<file path="config.mk">
export PLATFORM = sky130hd
export DESIGN_NAME = uart_rx_flat
export DESIGN_NICKNAME = d
export VERILOG_FILES = /design/src/rtl/uart_pkg.sv /design/src/rtl/uart_rx_if.sv /design/src/rtl/sync_2ff.sv /design/src/rtl/uart_rx.sv /design/src/flat_wrapper.sv
export SDC_FILE = /design/constraint.sdc
export NUM_CORES = 1
export LEC_CHECK = 0
export CORE_MARGIN = 4
export CORE_UTILIZATION = 40
export DETAILED_ROUTE_END_ITERATION = 8
export DONT_BUFFER_PORTS = 1
export SYNTH_ARGS = -nofsm -noshare
export SYNTH_HDL_FRONTEND = slang
export SYNTH_SLANG_ARGS = --single-unit
export TNS_END_PERCENT = 30
</file>
<file path="constraint.sdc">
create_clock -name clk -period 1.93 [get_ports clk]
set_input_delay 0.386 -clock clk [delete_from_list [all_inputs] [get_ports clk]]
set_output_delay 0.386 -clock clk [all_outputs]
set_load 0.005 [all_outputs]
</file>
<file path="src/rtl/uart_pkg.sv">
// Constants and types shared by the UART receive and transmit paths.
// The frame is one start bit, DATA_BITS data bits LSB first, then one stop bit.
package uart_pkg;

  localparam int   DATA_BITS  = 8;
  localparam int   FRAME_BITS = 10;
  localparam logic START_BIT  = 1'b0;
  localparam logic STOP_BIT   = 1'b1;

  typedef enum logic [2:0] {
    IDLE  = 3'd0,
    START = 3'd1,
    DATA  = 3'd2,
    STOP  = 3'd3,
    BREAK = 3'd4
  } rx_state_t;

endpackage

</file>
<file path="src/rtl/uart_rx_if.sv">
// Pin-side input and byte-side outputs of the UART receiver.
// rx_valid and frame_error are single-cycle strobes with no back-pressure.
// rx_data is meaningful whenever rx_valid is high and holds until the next good frame.
interface uart_rx_if;
  import uart_pkg::*;

  logic      rx_in;
  logic [7:0] rx_data;
  logic      rx_valid;
  logic      frame_error;
  logic      busy;
  rx_state_t state;

  modport master (
    input  rx_in,
    output rx_data, rx_valid, frame_error, busy, state
  );

  modport slave (
    output rx_in,
    input  rx_data, rx_valid, frame_error, busy, state
  );
endinterface

</file>
<file path="src/rtl/sync_2ff.sv">
// Multi-flop synchronizer for a single asynchronous bit.
// Flops reset to 1 so an idle-high line is not mistaken for activity.
module sync_2ff #(
    parameter int STAGES = 2
) (
    input  logic clk,
    input  logic reset,
    input  logic d,
    output logic q
);

  logic [STAGES-1:0] sr;

  always_ff @(posedge clk or posedge reset) begin
    if (reset) sr <= '1;
    else       sr <= {sr[STAGES-2:0], d};
  end

  assign q = sr[STAGES-1];

endmodule

</file>
<file path="src/rtl/uart_rx.sv">
// Oversampling UART receiver: start-bit recheck at half a bit, then data and stop
// sampled at bit mid-points. A low stop bit flags a framing error and waits out the break.
module uart_rx
  import uart_pkg::*;
#(
    parameter int CLKS_PER_BIT = 434,
    parameter int SYNC_STAGES  = 2
) (
    input logic      clk,
    input logic      reset,
    uart_rx_if.master bus
);

  localparam int CNT_W = $clog2(CLKS_PER_BIT);
  localparam int IDX_W = $clog2(DATA_BITS);
  localparam logic [CNT_W-1:0] CNT_HALF = CNT_W'(CLKS_PER_BIT / 2 - 1);
  localparam logic [CNT_W-1:0] CNT_LAST = CNT_W'(CLKS_PER_BIT - 1);
  localparam logic [IDX_W-1:0] IDX_LAST = IDX_W'(DATA_BITS - 1);

  generate
    if (CLKS_PER_BIT < 8) begin : g_bad_cpb
      $error("uart_rx: CLKS_PER_BIT must be >= 8");
    end
    if (SYNC_STAGES < 2) begin : g_bad_sync
      $error("uart_rx: SYNC_STAGES must be >= 2");
    end
  endgenerate

  logic rx_s;

  sync_2ff #(.STAGES(SYNC_STAGES)) u_sync (
    .clk   (clk),
    .reset (reset),
    .d     (bus.rx_in),
    .q     (rx_s)
  );

  rx_state_t            state, state_n;
  logic [CNT_W-1:0]     clk_cnt, clk_cnt_n;
  logic [IDX_W-1:0]     bit_idx, bit_idx_n;
  logic [DATA_BITS-1:0] shift_reg, shift_n;
  logic [DATA_BITS-1:0] rx_data_q, rx_data_n;
  logic                 rx_valid_q, rx_valid_n;
  logic                 frame_error_q, frame_error_n;

  always_ff @(posedge clk or posedge reset) begin
    if (reset) begin
      state         <= IDLE;
      clk_cnt       <= '0;
      bit_idx       <= '0;
      shift_reg     <= '0;
      rx_data_q     <= '0;
      rx_valid_q    <= 1'b0;
      frame_error_q <= 1'b0;
    end else begin
      state         <= state_n;
      clk_cnt       <= clk_cnt_n;
      bit_idx       <= bit_idx_n;
      shift_reg     <= shift_n;
      rx_data_q     <= rx_data_n;
      rx_valid_q    <= rx_valid_n;
      frame_error_q <= frame_error_n;
    end
  end

  always_comb begin
    state_n       = state;
    clk_cnt_n     = clk_cnt;
    bit_idx_n     = bit_idx;
    shift_n       = shift_reg;
    rx_data_n     = rx_data_q;
    rx_valid_n    = 1'b0;
    frame_error_n = 1'b0;

    unique case (state)
      IDLE: begin
        clk_cnt_n = '0;
        if (rx_s == START_BIT) state_n = START;
      end

      // Recheck at half a bit so short glitches never start a frame.
      START: begin
        if (clk_cnt == CNT_HALF) begin
          clk_cnt_n = '0;
          bit_idx_n = '0;
          state_n   = (rx_s == START_BIT) ? DATA : IDLE;
        end else begin
          clk_cnt_n = clk_cnt + 1'b1;
        end
      end

      DATA: begin
        if (clk_cnt == CNT_LAST) begin
          clk_cnt_n          = '0;
          shift_n[bit_idx]   = rx_s;
          if (bit_idx == IDX_LAST) state_n   = STOP;
          else                     bit_idx_n = bit_idx + 1'b1;
        end else begin
          clk_cnt_n = clk_cnt + 1'b1;
        end
      end

      STOP: begin
        if (clk_cnt == CNT_LAST) begin
          clk_cnt_n = '0;
          if (rx_s == STOP_BIT) begin
            rx_data_n  = shift_reg;
            rx_valid_n = 1'b1;
            state_n    = IDLE;
          end else begin
            frame_error_n = 1'b1;
            state_n       = BREAK;
          end
        end else begin
          clk_cnt_n = clk_cnt + 1'b1;
        end
      end

      // A held-low line must go high before another start bit is accepted.
      BREAK: begin
        if (rx_s == STOP_BIT) state_n = IDLE;
      end

      default: state_n = IDLE;
    endcase
  end

  assign bus.rx_data     = rx_data_q;
  assign bus.rx_valid    = rx_valid_q;
  assign bus.frame_error = frame_error_q;
  assign bus.busy        = (state == DATA) || (state == STOP) || (state == BREAK);
  assign bus.state       = state;

endmodule

</file>
<file path="src/flat_wrapper.sv">
// flat-port wrapper written by rule: the top's interface ports become plain ports
module uart_rx_flat import uart_pkg::*;
#(
    parameter int CLKS_PER_BIT = 434,
    parameter int SYNC_STAGES  = 2
)
  (clk, reset, bus_rx_in, bus_rx_data, bus_rx_valid, bus_frame_error, bus_busy, bus_state);
  uart_rx_if bus_i ();
  input logic clk;
  input logic reset;
  input wire logic [$bits(bus_i.rx_in)-1:0] bus_rx_in;
  output wire logic [$bits(bus_i.rx_data)-1:0] bus_rx_data;
  output wire logic [$bits(bus_i.rx_valid)-1:0] bus_rx_valid;
  output wire logic [$bits(bus_i.frame_error)-1:0] bus_frame_error;
  output wire logic [$bits(bus_i.busy)-1:0] bus_busy;
  output wire logic [$bits(bus_i.state)-1:0] bus_state;
  assign bus_i.rx_in = bus_rx_in;
  assign bus_rx_data = bus_i.rx_data;
  assign bus_rx_valid = bus_i.rx_valid;
  assign bus_frame_error = bus_i.frame_error;
  assign bus_busy = bus_i.busy;
  assign bus_state = bus_i.state;
  uart_rx #(.CLKS_PER_BIT(CLKS_PER_BIT), .SYNC_STAGES(SYNC_STAGES)) u_core (.clk(clk), .reset(reset), .bus(bus_i));
endmodule
</file>
==> summary.md <==
| Metric | Value |
|---|---|
| Endpoints failing setup | 0 |
| ANT nets after route | 0 |
| Largest register FFs | 9 |
| Worst-Skew Late Latency | 0.28 ns |
| Commonest cells in the netlist | 33 x dfrtp_1, 19 x mux2_2, 14 x nand2_1 |
| Gr usage total | between 10% and 20% |
| ANT cells | 0 |
| Hold Slack | between 0.07 and 0.08 ns |
| Final Slew Violations | 0 |
| CTS Sinks | 35 |
| Reg clk slew, reported paths | about 0.07 ns |
| Setup Skew | 0.004802 ns |
| Area Growth Syn to Fin | 11.84% |
| Sequential cell area fraction in the yosys report | 49.47% |
| Gate Count Post-Synth | between 150 and 200 |
| Placed Cells | around 200 |
| Htree depth | 2 |
| Worst setup EP type | flop |
| Setup TNS | 0 ns |
| I/O pin count | 17 |
| Buffer count from post-CTS setup fixing | 0 |
| RSZ-0062 raised after global routing | yes |
| Final Total Pwr | 1.343 mW |
| Tcrit/Tclk final | a little over nine tenths |
| Vias/cell | roughly 5.6 |
| Leak | about 0.92 nW |
| Vias in the first global route | around 1300 |
| PortBufs | 0 |
| Antenna violations before repair | 0 |
| Worst R2R End | u_core.bit_idx[1]$_DFFE_PP0P_ |
| Post-synth top area share | a little under half |
| Maximum vdd drop | between 0.4 and 0.5 mV |
| Combinational power share | 1.3% |
| # DRC | 0 |
| Final Core Density | a little under half |
| RR Startpoint | u_core.bit_idx[0]$_DFFE_PP0P_ |
| Initial Util | ~43% |
| Routed WL | ~3400 um |
| Final min period | 1.870 ns |
| Post-synth top area cell | dfrtp_1 |
| Worst Hold Class | in -> async |
| Switching part of the total | approximately 21% |
| Ys Warns | 0 |
| Clock tree from TritonCTS | done |
| Relative slew slack | 69.97% |
| Total power density per cell area | ~680 mW/mm^2 |
| Die Height | between 70 and 80 um |
| Nets | roughly 170 |
| Initial DRC Count | between 70 and 80 |
| Count leader, synth | dfrtp_1 |
| Maxcap violations | 0 |
| Netlist Area Pre-Place | approximately 0.0018 sq mm |
| R2R Setup Slk | 0.06 ns |
| CTS root buf | clkbuf_8 |
| Reg2reg path depth | 6 |
| Req. time, crit path | roughly 2.1 ns |
| Main synth FF type | dfrtp_1 |
| Core Rows | 23 |
| Fin. Hold Viols | 0 |
| Die area | 0.005569 sq mm |
| Clock tree buffer depth | 2 |
| Netlist cell types | 47 |
| Via count | about 1200 |
| Async SR Flop Fraction | 100.0% |
| Largest net degree at the start of global routing | 36 |
| Global-route wire length before repair | 6120 um |
| Wire per inst | approximately 16 um |
| Slew @ Worst Pin | around 0.45 ns |
| Core ar. | between 0.004 and 0.005 sq mm |
| Outcome | complete, no violations |
| EDFF count, synth | 0 |
| Hpwl dp | around 2500 um |
| Length of the first detailed-routing pass in iterations | 2 |
| Max frequency | 534.7 MHz |
| Int Power | approximately 1.1 mW |
| RePlAce Congestion | 0.7783 |
| Area contributors post-synth | dfrtp_1 47%, mux2_2 12%, ha_1 3.5%, dfstp_2 3.0%, nand2_1 3.0% |
| Syn_nets | roughly 160 |
| Arrival @ worst endpoint | 2.04 ns |
| Total grt overflow | 0 |
| Fin cells | 214 |
| Clock network power share | 43.5% |
| Layout cells sized above 1 | about 32% |
| CP Launch Type | flop |
| CTS Buf Count | 5 |
| Die X | approximately 75 um |
| Switching power | 279.3 uW |
| Share of power burned in registers | between 50% and 60% |
| Syn Area/Cell | around 12 sq um |
| Worst Path Max Fanout | 4 |
| Worst setup path class | reg -> reg |
| Synth Register Bits | 35 |
[per-stage QoR]
step	setup WS, ns	cell area [sq um]
after floorplan	0.1644	1775
after global placement	0.09958	1876
after detailed placement	-0.02286	1876
after CTS	0.04124	1986
after global routing	-0.01427	1986
final	0.05983	1986
[repair_timing]
action | CTS | global route
setup endpoints to repair | 2 | 2
gates resized for setup | 1 | 0
hold buffers | 0 | 0
pin swaps | 0 | 0
[worst max path at each step]
stage          slack, ns  cells after the start                            end                           from
2_1_floorplan       0.16                      6  u_core.bit_idx[1]$_DFFE_PP0P_  u_core.bit_idx[0]$_DFFE_PP0P_
3_3_place_gp         0.1                      6  u_core.bit_idx[1]$_DFFE_PP0P_  u_core.bit_idx[0]$_DFFE_PP0P_
3_5_place_dp       -0.02                      6  u_core.bit_idx[1]$_DFFE_PP0P_  u_core.bit_idx[0]$_DFFE_PP0P_
4_1_cts             0.04                      6  u_core.bit_idx[1]$_DFFE_PP0P_  u_core.bit_idx[0]$_DFFE_PP0P_
5_1_grt            -0.01                      6  u_core.bit_idx[1]$_DFFE_PP0P_  u_core.bit_idx[0]$_DFFE_PP0P_
6_report            0.06                      6  u_core.bit_idx[1]$_DFFE_PP0P_  u_core.bit_idx[0]$_DFFE_PP0P_
[layout make-up]
cell class,count,area (sq um)
sequential,35,878.3
clock inverter,1,7.507
timing repair buffer,9,67.56
inverter,5,18.77
multi-input combinational,107,854.6
clock buffer,7,96.34
tap,50,62.56
fill,389,2158
[metal layers]
layer / vias up / global-route usage [%] / share of wire, %
li1: 564 / - / -
met1: 605 / 18.50 / 43
met3: 4 / 4.139 / 3.5
met2: 16 / 23.12 / 52
met5: - / 0 / 0
met4: 0 / 5.534 / 1.1
[logic make-up after synthesis]
family          synth area share [%]
mux                            14.02
simple gates                   21.00
fa+ha+maj                      3.524
xor+xnor                      0.9868
buf+inv                        2.748
flops                          49.47
compound gates                 8.246
[power groups by stage]
stage / clock network, mW / logic [mW] / registers, mW
6_report: 0.585 / 0.0168 / 0.742
5_1_grt: 0.651 / 0.0208 / 0.742
4_1_cts: 0.606 / 0.0185 / 0.742
3_5_place_dp: 0 / 0.0184 / 0.756
3_3_place_gp: 0 / 0.0179 / 0.756
2_1_floorplan: 0 / 0.0141 / 0.752
[worst max-delay path, stage by stage (launching register included)]
cell,delay [ns]
dfrtp_1,0.42
ha_1,0.22
ha_1,0.20
nor4b_2,0.26
nand3_1,0.17
o21ai_2,0.13
mux2_2,0.36
[cells in the final DEF (no fill, tap or decap), types with 2 or more instances in the layout]
| cell type | netlist | final |
|---|---|---|
| dfrtp_1 | 33 | 33 |
| mux2_2 | 19 | 19 |
| nand2_1 | 14 | 14 |
| nor2_1 | 10 | 10 |
| buf_4 | 1 | 9 |
| clkbuf_8 | 0 | 7 |
| o21ai_0 | 6 | 6 |
| nand3_1 | 5 | 5 |
| inv_1 | 5 | 5 |
| ha_1 | 5 | 5 |
| nor3_1 | 4 | 4 |
| nand3b_1 | 3 | 3 |
| o211ai_1 | 3 | 3 |
| and2_1 | 2 | 2 |
| nand4_1 | 2 | 2 |
| nor3b_1 | 2 | 2 |
| nor2b_1 | 2 | 2 |
| nand4b_1 | 2 | 2 |
| o21a_1 | 2 | 2 |
| mux2i_1 | 2 | 2 |
| dfstp_2 | 2 | 2 |
(Power assumes the default switching activity.)
